--- config.mk ---
export PLATFORM = sky130hd
export DESIGN_NAME = pe_reg
export DESIGN_NICKNAME = d
export VERILOG_FILES = /design/src/rtl/pe_pkg.sv /design/src/rtl/fxp_mac.sv /design/src/rtl/pe_reg.sv
export SDC_FILE = /design/constraint.sdc
export NUM_CORES = 1
export LEC_CHECK = 0
export ABC_AREA = 0
export CORE_AREA = 3 3 143 145
export CTS_BUF_LIST = sky130_fd_sc_hd__clkbuf_16
export DETAILED_ROUTE_END_ITERATION = 8
export DIE_AREA = 0 0 146 148
export DONT_BUFFER_PORTS = 1
export PLACE_DENSITY = 0.71
export SLEW_MARGIN = 10
export SYNTH_ARGS = -nofsm -noshare
export SYNTH_HDL_FRONTEND = slang
export SYNTH_SLANG_ARGS = --single-unit
export TNS_END_PERCENT = 1
--- constraint.sdc ---
create_clock -name clk -period 1.3 [get_ports clk]
set_input_delay 0.325 -clock clk [delete_from_list [all_inputs] [get_ports clk]]
set_output_delay 0.325 -clock clk [all_outputs]
set_load 0.02 [all_outputs]
--- src/rtl/pe_pkg.sv ---
// Shared fixed-point defaults, saturation bounds and saturation helper for the PE array.
package pe_pkg;

   localparam int unsigned PE_WIDTH    = 16;
   localparam int unsigned PE_FRAC_BIT = 10;
   localparam int unsigned PE_SUM_W    = 2 * PE_WIDTH + 1;

   localparam logic signed [PE_WIDTH-1:0] SAT_MAX = {1'b0, {(PE_WIDTH-1){1'b1}}};
   localparam logic signed [PE_WIDTH-1:0] SAT_MIN = {1'b1, {(PE_WIDTH-1){1'b0}}};

   // Clamp a wide signed sum into the PE_WIDTH signed range.
   // The value fits when every bit above the result sign bit equals that sign bit.
   function automatic logic signed [PE_WIDTH-1:0] sat_fxp(input logic signed [PE_SUM_W-1:0] s);
      logic [PE_SUM_W-PE_WIDTH:0] top;
      top = s[PE_SUM_W-1:PE_WIDTH-1];
      if ((&top) || !(|top)) begin
         sat_fxp = s[PE_WIDTH-1:0];
      end else if (s[PE_SUM_W-1]) begin
         sat_fxp = SAT_MIN;
      end else begin
         sat_fxp = SAT_MAX;
      end
   endfunction

endpackage

--- src/rtl/fxp_mac.sv ---
// Combinational fixed-point multiply-accumulate: sat((a*b) >>> FRAC_BIT + c).
module fxp_mac
   import pe_pkg::*;
#(
   parameter int unsigned WIDTH    = PE_WIDTH,
   parameter int unsigned FRAC_BIT = PE_FRAC_BIT
) (
   input  logic signed [WIDTH-1:0] a,
   input  logic signed [WIDTH-1:0] b,
   input  logic signed [WIDTH-1:0] c,
   output logic signed [WIDTH-1:0] y_c
);

   localparam int unsigned PROD_W = 2 * WIDTH;
   localparam int unsigned SUM_W  = 2 * WIDTH + 1;

   logic signed [PROD_W-1:0] prod;
   logic signed [PROD_W-1:0] prod_sh;
   logic signed [SUM_W-1:0]  sum;

   // Full-precision product, floor rescale, and one-bit-wider accumulate (cannot overflow).
   always_comb begin
      prod    = PROD_W'(a) * PROD_W'(b);
      prod_sh = prod >>> FRAC_BIT;
      sum     = SUM_W'(prod_sh) + SUM_W'(c);
   end

   // Default width reuses the shared helper; other widths use the same sign-run test inline.
   generate
      if (WIDTH == PE_WIDTH) begin : g_pkg_sat
         assign y_c = sat_fxp(sum);
      end else begin : g_gen_sat
         logic [SUM_W-WIDTH:0] top;
         assign top = sum[SUM_W-1:WIDTH-1];
         always_comb begin
            if ((&top) || !(|top)) begin
               y_c = sum[WIDTH-1:0];
            end else if (sum[SUM_W-1]) begin
               y_c = {1'b1, {(WIDTH-1){1'b0}}};
            end else begin
               y_c = {1'b0, {(WIDTH-1){1'b1}}};
            end
         end
      end
   endgenerate

endmodule

--- src/rtl/pe_reg.sv ---
// Registered weight-stationary systolic PE: y_out <= sat(a_in*b + y_in), a_out <= a_in.
module pe_reg
   import pe_pkg::*;
#(
   parameter int unsigned WIDTH    = PE_WIDTH,
   parameter int unsigned FRAC_BIT = PE_FRAC_BIT
) (
   input  logic                    clk,
   input  logic                    rst,
   input  logic signed [WIDTH-1:0] a_in,
   input  logic signed [WIDTH-1:0] y_in,
   input  logic signed [WIDTH-1:0] b,
   output logic signed [WIDTH-1:0] a_out,
   output logic signed [WIDTH-1:0] y_out
);

   logic signed [WIDTH-1:0] mac_c;

   fxp_mac #(
      .WIDTH    (WIDTH),
      .FRAC_BIT (FRAC_BIT)
   ) u_mac (
      .a   (a_in),
      .b   (b),
      .c   (y_in),
      .y_c (mac_c)
   );

   // Output stage: one register per hop, cleared asynchronously.
   always_ff @(posedge clk or posedge rst) begin
      if (rst) begin
         a_out <= '0;
         y_out <= '0;
      end else begin
         a_out <= a_in;
         y_out <= mac_c;
      end
   end

endmodule

==> results of run 1 <==
[final timing paths]
| kind | cells past startpoint | start | endpoint | slack [ns] |
|---|---|---|---|---|
| max | 30 | b[3] | y_out[7] | -6.26 |
| min | 0 | a_in[5] | a_out[5] | 0.06 |
| max in group asynchronous | 3 | rst | a_out[10] | 0.58 |
| min in group asynchronous | 3 | rst | y_out[1] | 0.53 |
[routing by layer]
metal	global-route usage	part of all wire
met1	0.332	0.38
met2	0.521	0.55
met3	0.0261	0.046
met4	0.0701	0.028
met5	0	0
[timing repair]
action | 4_1_cts | 5_1_grt
pin swaps | 10 | 6
resized for setup | 23 | 14
setup buffers | 5 | 0
hold buffers | 1 | 0
hold endpoints to repair | 32 | 0
endpoints found under the setup margin | 16 | 16
[state kept, by name, indices dropped and copies added, names as in the netlist]
register and count:
a_out 16, y_out 16
[cell type report]
type	instances	area [um^2]	share of cell area
clock buffer	5	125	0.00948
clock inverter	3	37.5	0.00284
timing repair buffer	135	1060	0.0804
multi-input combinational	885	9730	0.738
sequential	32	801	0.0607
tap	265	332	0.0251
inverter	295	1110	0.0839
[synth_stat cells (3+ instances only)]
| cell | number |
|---|---|
| nor2_1 | 32 |
| nand3_1 | 9 |
| nor3_1 | 10 |
| clkbuf_1 | 31 |
| a2111oi_0 | 3 |
| ha_1 | 101 |
| o21ai_1 | 7 |
| xor2_1 | 15 |
| a41oi_1 | 4 |
| nand4_1 | 3 |
| a211oi_1 | 8 |
| nand2_1 | 137 |
| o21ai_0 | 30 |
| dfrtp_1 | 32 |
| or3_1 | 4 |
| nor2b_1 | 5 |
| and2_1 | 120 |
| a31oi_1 | 9 |
| o31ai_1 | 4 |
| xnor2_1 | 30 |
| a21oi_1 | 28 |
| fa_1 | 262 |
| a21o_1 | 11 |
| nand2b_1 | 12 |
| o21bai_1 | 3 |
| o21ai_2 | 3 |
| and3_1 | 4 |
| inv_1 | 295 |
[stage by stage]
step	std cells	hold slack, ns	utilization
after global routing	1620	0.0595	0.683
after global placement	1606	0.277	0.666
final	1620	0.0638	0.683
after CTS	1620	0.0627	0.680
after floorplan	1249	0.356	-
after detailed placement	1606	0.283	0.666
[cells by family after synthesis]
logic type      count (synthesis)
flops                          32
buf+inv                       332
xor+xnor                       45
fa+ha+maj                     363
simple gates                  348
compound gates                129
[layout by cell type, fill, tap and decap left out, types with 3 or more instances in the layout]
cell	netlist	final
a211oi_1	8	7
a21o_1	11	11
a21oi_1	28	27
a31oi_1	9	7
and2_1	120	117
and2_4	1	4
and3_1	4	4
buf_12	0	3
buf_4	2	129
clkbuf_16	0	5
dfrtp_1	32	32
fa_1	262	258
fa_2	0	4
ha_1	101	93
ha_4	0	7
inv_1	295	289
inv_2	0	6
nand2_1	137	133
nand2_4	0	3
nand2b_1	12	12
nand3_1	9	7
nand4_1	3	3
nor2_1	32	32
nor2b_1	5	5
nor3_1	10	8
o21ai_0	30	24
o21ai_1	7	13
o21ai_2	3	3
o21bai_1	3	3
o31ai_1	4	3
or3_1	4	4
xnor2_1	30	30
xor2_1	15	15
==> results.py, run 1 <==
metrics = {
    "outcome": {
        "status": "finished, violations left",
        "violations": "setup timing",
    },
    "synthesis": {
        "yosysWarnings": 0,
        "synth-simple-area-share": 0.152,
        "syn_inst": 1249,
        "synth_compound_area_frac": 0.0731,
        "synth.distinct_cells": 58,
        "yosys.area_share.xor_xnor": 0.0340,
        "syn_area_per_cell_um2": 9.28,
        "synth-adder-area-share": 0.562,
        "synth_top_family_by_area": "adder cells",
        "ys.flop_type": "dfrtp_1",
        "syn-num-nets": 1662,
        "ys_seq_area_frac": 0.0691,
        "synth-edff-count": 0,
        "ys_top_cells_by_area": "fa_1 (45%), ha_1 (11%), inv_1 (9.6%), dfrtp_1 (6.9%), and2_1 (6.5%)",
        "synth.largest_area_cell": "fa_1",
        "synthMuxAreaShare": 0,
        "yosys.area.top_type_share": 0.453,
        "ys_ff_latch": 32,
        "synth-async-reset-ratio": 1.00,
        "synth_area_um2": 11600,
    },
    "timing": {
        "worst_slack_ns": -6.26,
        "finalMaxSlewViolations": 0,
        "fin_setup_tns_ns": -99.45,
        "period_share": 5.81,
        "maxSlewHeadroom": 0.700,
        "tightest_slew_ns": 0.445,
        "finalCriticalPeriod_ns": 7.56,
        "finalHoldViolations": 0,
        "setup_violations": 16,
        "timing.fmax_mhz": 132,
        "rsz0062_at_grt": "true",
    },
    "detailed_routing": {
        "wire_per_inst_um": 17.1,
        "via_per_inst": 5.39,
        "ant_nets": 0,
        "drt-initial-drc-count": 517,
        "drc": 0,
        "vias": 8731,
        "routed_wl_um": 27700,
        "first_pass_iters": 5,
    },
    "floorplan": {
        "io_pins": 82,
        "die_h_um": 148,
        "die_w_um": 146,
        "rows": 51,
        "initial_core_util": 0.599,
        "coreArea_um2": 19300,
        "dieArea_um2": 21600,
    },
    "global_route": {
        "track_usage": 0.273,
        "antenna_found_initial": 1,
        "grt_max_degree": 33,
        "grt_pass1_vias": 9900,
        "overflow": 0,
        "grt_pass1_wl_um": 47600,
    },
    "setup_path": {
        "crit_top_cell": "fa_1",
        "worst_setup_path_start_kind": "input port",
        "cpMaxStageDelayCell": "fa_2",
        "path_buf_inv": 5,
        "required_ns": 1.46,
        "critPathTopFamily": "adder cells",
        "worstPathMaxFanout": 16,
        "criticalPathCategory": "in -> reg",
        "crit_arrival_ns": 7.72,
        "crit_path_end_kind": "register",
        "cpPeakStageDelay_ns": 0.62,
    },
    "clock_network": {
        "cts_tree": "done",
        "clk_path_buf_depth": 2,
        "numCtsBuffers": 5,
        "cts_sinks": 32,
        "clk_pin_slew_ns": 0.06,
        "cts.htree.levels": 2,
        "root_buffer": "clkbuf_16",
    },
    "layout": {
        "layout-drive-gt1-share": 0.140,
        "antenna_cells": 0,
        "fin_nets": 1767,
        "syn_to_final_growth_pct": 13.9,
        "final_cell_area_um2": 13200,
        "layout.filler_cells": 1562,
    },
    "flow_run": {
        "drv_cap": 0,
    },
    "place": {
        "hpwl_um": 23400,
        "dpl_worst_slack_ns": -6.69,
        "portBuffers": 0,
        "placed_area_um2": 12900,
        "gp_congestion": 0.871,
    },
    "hold_path": {
        "hold_path.class": "in -> reg",
    },
}
Power of run 1 is not shown: default switching activity piles up to over one toggle a cycle in this logic, so the estimate is an artifact.
==> run 2, diff against run 1 <==
PLACE_DENSITY = 0.83   (was 0.71)
==> run 2 against run 1 <==
Compared with the run above:
- global-route usage up 0.64 points
- core utilization about the same
- sequential share of layout area about the same
- via count up 4.0%
- non-clock buffer count up 6
- final cell count up 0.49%
- maximum frequency down 0.90%
- the run still ends with setup timing left
- first-iteration DRC count up 5.4%
- design area about the same
- critical path type unchanged
- clock-buffer cell count unchanged
- largest cell class unchanged
==> results.py, run 2 (synthesis results as in run 1) <==
metrics = {
    "layout": {
        "syn_to_final_growth_pct": 14.0,
        "reg_top3": "a_out (16), y_out (16)",
        "fin_nets": 1773,
        "final_cells": 1628,
        "final_common_cell": "inv_1",
        "layout_common_cells": "inv_1 (291), fa_1 (258), buf_4 (136)",
        "layout-drive-gt1-share": 0.142,
    },
    "clock_network": {
        "cts_sinks": 32,
        "numCtsBuffers": 5,
        "cts.htree.levels": 2,
        "clk_pin_slew_ns": 0.07,
        "cts_tree": "done",
        "clk_path_buf_depth": 2,
        "root_buffer": "clkbuf_16",
    },
    "setup_path": {
        "crit_arrival_ns": 7.80,
        "required_ns": 1.47,
        "crit_cells": 31,
        "crit_path_end_kind": "register",
        "worst_setup_path_start_kind": "input port",
        "path_buf_inv": 6,
        "crit_top_cell": "fa_1",
        "criticalPathCategory": "in -> reg",
        "critPathTopFamily": "adder cells",
        "setup.worst_path.start": "b[2]",
        "cpMaxStageDelayCell": "fa_1",
        "worstPathMaxFanout": 16,
        "cpPeakStageDelay_ns": 0.55,
        "endpoint": "y_out[0]",
    },
    "floorplan": {
        "die_h_um": 148,
        "io_pins": 82,
        "initial_core_util": 0.599,
        "die_w_um": 146,
        "dieArea_um2": 21600,
        "rows": 51,
        "coreArea_um2": 19300,
    },
    "timing": {
        "maxSlewHeadroom": 0.655,
        "period_share": 5.87,
        "finalCriticalPeriod_ns": 7.63,
        "rsz0062_at_grt": "true",
        "tightest_slew_ns": 0.512,
        "finalMaxSlewViolations": 0,
        "worst_slack_ns": -6.33,
        "whs_ns": 0.0493,
        "setup_violations": 16,
        "finalHoldViolations": 0,
        "timing.fmax_mhz": 131,
    },
    "detailed_routing": {
        "drt-initial-drc-count": 545,
        "drc": 0,
        "via_per_inst": 5.58,
        "wire_per_inst_um": 17.8,
        "routed_wl_um": 29000,
        "ant_nets": 0,
        "vias": 9082,
        "first_pass_iters": 5,
    },
    "hold_path": {
        "hold_path.class": "in -> reg",
        "hold_start": "a_in[5]",
    },
    "place": {
        "gp_congestion": 0.919,
        "dpl_worst_slack_ns": -6.77,
        "hpwl_um": 23700,
        "dp_cells": 1610,
        "portBuffers": 0,
    },
    "global_route": {
        "grt_pass1_vias": 10263,
        "overflow": 0,
        "track_usage": 0.279,
        "grt_pass1_wl_um": 48300,
        "grt_max_degree": 33,
        "antenna_found_initial": 1,
    },
    "flow_run": {
        "drv_cap": 0,
    },
    "outcome": {
        "status": "finished, violations left",
        "violations": "setup timing",
    },
}
==> run 2: changes by cell type in the layout (fill, tap and decap cells not counted), moves of 2 or more <==
cell | previous run | this run
a2111oi_0 | 1 | 3
a2111oi_1 | 2 | 0
buf_12 | 3 | 1
buf_4 | 129 | 136
clkinv_1 | 2 | 0
diode_2 | 0 | 2
inv_1 | 289 | 291
nand2_4 | 3 | 1
o21ai_0 | 24 | 28
o21ai_1 | 13 | 9
==> run 2: worst min-delay path by stage <==
stage | end | depth (start not counted)
floorplan | a_out[0] | 0
global placement | y_out[1] | 2
detailed placement | y_out[2] | 2
CTS | a_out[5] | 0
global route | a_out[5] | 0
finish | a_out[5] | 0
==> run 2: timing repair <==
| action | CTS | global route |
|---|---|---|
| pin swaps | 12 | 3 |
| hold endpoints to repair | 32 | 0 |
| endpoints found under the setup margin | 16 | 16 |
| hold buffers | 1 | 0 |
| resized for setup | 21 | 6 |
| cloned | 1 | 0 |
| setup buffers | 5 | 1 |
==> run 2: cell type report <==
type / count / area (um^2)
Sequential cell: 32 / 801
Multi-Input combinational cell: 885 / 9710
Timing Repair Buffer: 141 / 1080
Inverter: 295 / 1110
Fill cell: 1419 / 6130
Antenna cell: 2 / 5.00
Tap cell: 265 / 332
Clock inverter: 3 / 38.8
Clock buffer: 5 / 125
==> run 2: metal layers <==
| metal | GRT usage | wire [um] | up-vias |
|---|---|---|---|
| met5 | 0 | 0 | - |
| met4 | 0.129 | 1500 | 0 |
| met3 | 0.0509 | 2030 | 127 |
| met2 | 0.523 | 15700 | 381 |
| met1 | 0.307 | 9740 | 4584 |
| li1 | - | - | 3990 |
==> run 2: stage by stage <==
stage	utilization	setup TNS, ns	instance area (um^2)
floorplan	-	-98.47	11700
global placement	0.666	-103.29	12900
detailed placement	0.666	-106.97	12900
CTS	0.681	-98.69	13200
global route	0.683	-104.84	13200
finish	0.683	-100.35	13200
Power of run 2 is left out for the same reason.
==> run 3, diff against run 2 <==
CORE_AREA = 2 2 142 144   (was 3 3 143 145)
DIE_AREA = 0 0 144 146   (was 0 0 146 148)
==> run 3 against run 2 <==
Compared with the run above:
- the run still ends with setup timing left
- first-iteration DRC count up 8.3%
- setup slack worse by 0.0072 ns
- final cell count up 0.37%
- design area up 0.75%
- maximum frequency about the same
- critical endpoint is now y_out[4]
==> results.py, run 3 (synthesis results as in run 1) <==
metrics = {
    "timing": {
        "finalHoldViolations": 0,
        "finalMaxSlewViolations": 0,
        "setup_violations": 16,
        "fin_setup_tns_ns": -100.68,
        "whs_ns": 0.0427,
        "timing.fmax_mhz": 131,
        "finalCriticalPeriod_ns": 7.63,
        "worst_slack_ns": -6.33,
        "rsz0062_at_grt": "true",
        "tightest_slew_ns": 0.561,
        "period_share": 5.87,
        "maxSlewHeadroom": 0.622,
    },
    "floorplan": {
        "io_pins": 82,
        "die_w_um": 144,
        "rows": 51,
        "dieArea_um2": 21000,
        "initial_core_util": 0.599,
        "coreArea_um2": 19300,
        "die_h_um": 146,
    },
    "detailed_routing": {
        "routed_wl_um": 29200,
        "ant_nets": 0,
        "wire_per_inst_um": 17.9,
        "via_per_inst": 5.65,
        "first_pass_iters": 5,
        "vias": 9231,
        "drt-initial-drc-count": 590,
        "drc": 0,
    },
    "outcome": {
        "violations": "setup timing",
        "status": "finished, violations left",
    },
    "setup_path": {
        "required_ns": 1.48,
        "criticalPathCategory": "in -> reg",
        "crit_arrival_ns": 7.81,
        "cpPeakStageDelay_ns": 0.64,
        "cpMaxStageDelayCell": "fa_2",
        "worstPathMaxFanout": 17,
        "worst_setup_path_start_kind": "input port",
        "crit_path_end_kind": "register",
    },
    "clock_network": {
        "cts_tree": "done",
        "cts.htree.levels": 2,
        "cts_sinks": 32,
        "numCtsBuffers": 5,
        "clk_path_buf_depth": 2,
        "root_buffer": "clkbuf_16",
        "clk_pin_slew_ns": 0.07,
    },
    "layout": {
        "reg_top3": "a_out (16), y_out (16)",
        "layout.filler_cells": 1384,
        "syn_to_final_growth_pct": 14.8,
        "final_common_cell": "inv_1",
        "layout_common_cells": "inv_1 (287), fa_1 (255), buf_4 (142)",
        "layout-drive-gt1-share": 0.159,
        "fin_nets": 1781,
        "antenna_cells": 0,
    },
    "global_route": {
        "top_usage_layer": "met2",
        "met2_usage": 0.512,
        "antenna_found_initial": 0,
        "grt_use_met3": 0.0457,
        "grt_pass1_wl_um": 48000,
        "use_met1": 0.330,
        "grt_max_degree": 33,
        "grt_pass1_vias": 10350,
        "overflow": 0,
        "track_usage": 0.292,
    },
    "place": {
        "gp_congestion": 0.951,
        "portBuffers": 0,
        "hpwl_um": 23500,
    },
    "hold_path": {
        "hold_path.class": "in -> reg",
    },
    "flow_run": {
        "drv_cap": 0,
    },
}
-- run 3: critical path, delay by kind of cell --
family                     cells  cell delay, ns
xor gates and xnor gates       2            0.19
AOI/OAI and AO/OA              6            1.20
buffers and inverters         10            1.18
adders and majority gates      8            3.73
and+or+nand+nor                7            1.15
-- run 3: cell type report --
| cell class | instances | area [um^2] | area share |
|---|---|---|---|
| clock inverters | 3 | 23.8 | 0.00179 |
| well taps | 265 | 332 | 0.0249 |
| repair buffers | 149 | 1150 | 0.0866 |
| clock buffers | 5 | 125 | 0.00941 |
| multi-input cells | 885 | 9760 | 0.734 |
| flip-flops and latches | 32 | 801 | 0.0602 |
| inverters | 295 | 1110 | 0.0832 |
-- run 3: per-layer routing --
metal / vias up / part of all wire / wire length (um)
met5: - / 0 / 0
met4: 0 / 0.068 / 1980
met3: 143 / 0.064 / 1870
met2: 426 / 0.53 / 15500
met1: 4651 / 0.34 / 9850
li1: 4011 / - / -
-- run 3: through the flow --
stage               std cells  setup WS, ns  instance area (um^2)  utilization
finish                   1634         -6.33                 13300        0.688
global placement         1613         -6.55                 12900        0.667
detailed placement       1613         -6.71                 12900        0.667
global route             1634         -6.62                 13300        0.688
CTS                      1631         -6.17                 13200        0.683
floorplan                1249         -6.24                 11700            -
-- run 3: worst paths after layout --
check	startpoint	end	cells past startpoint
min	a_in[3]	a_out[3]	0
min in group asynchronous	rst	y_out[14]	3
max in group asynchronous	rst	a_out[12]	3
max	a_in[15]	y_out[4]	33
-- run 3: what timing repair did --
| action | CTS | global route |
|---|---|---|
| cloned | 1 | 0 |
| resized for setup | 23 | 27 |
| buffers inserted | 8 | 3 |
| hold endpoints to repair | 32 | 0 |
| setup endpoints to repair | 16 | 16 |
| hold buffers | 1 | 0 |
| pin swaps | 12 | 17 |
Power of run 3 is left out for the same reason.
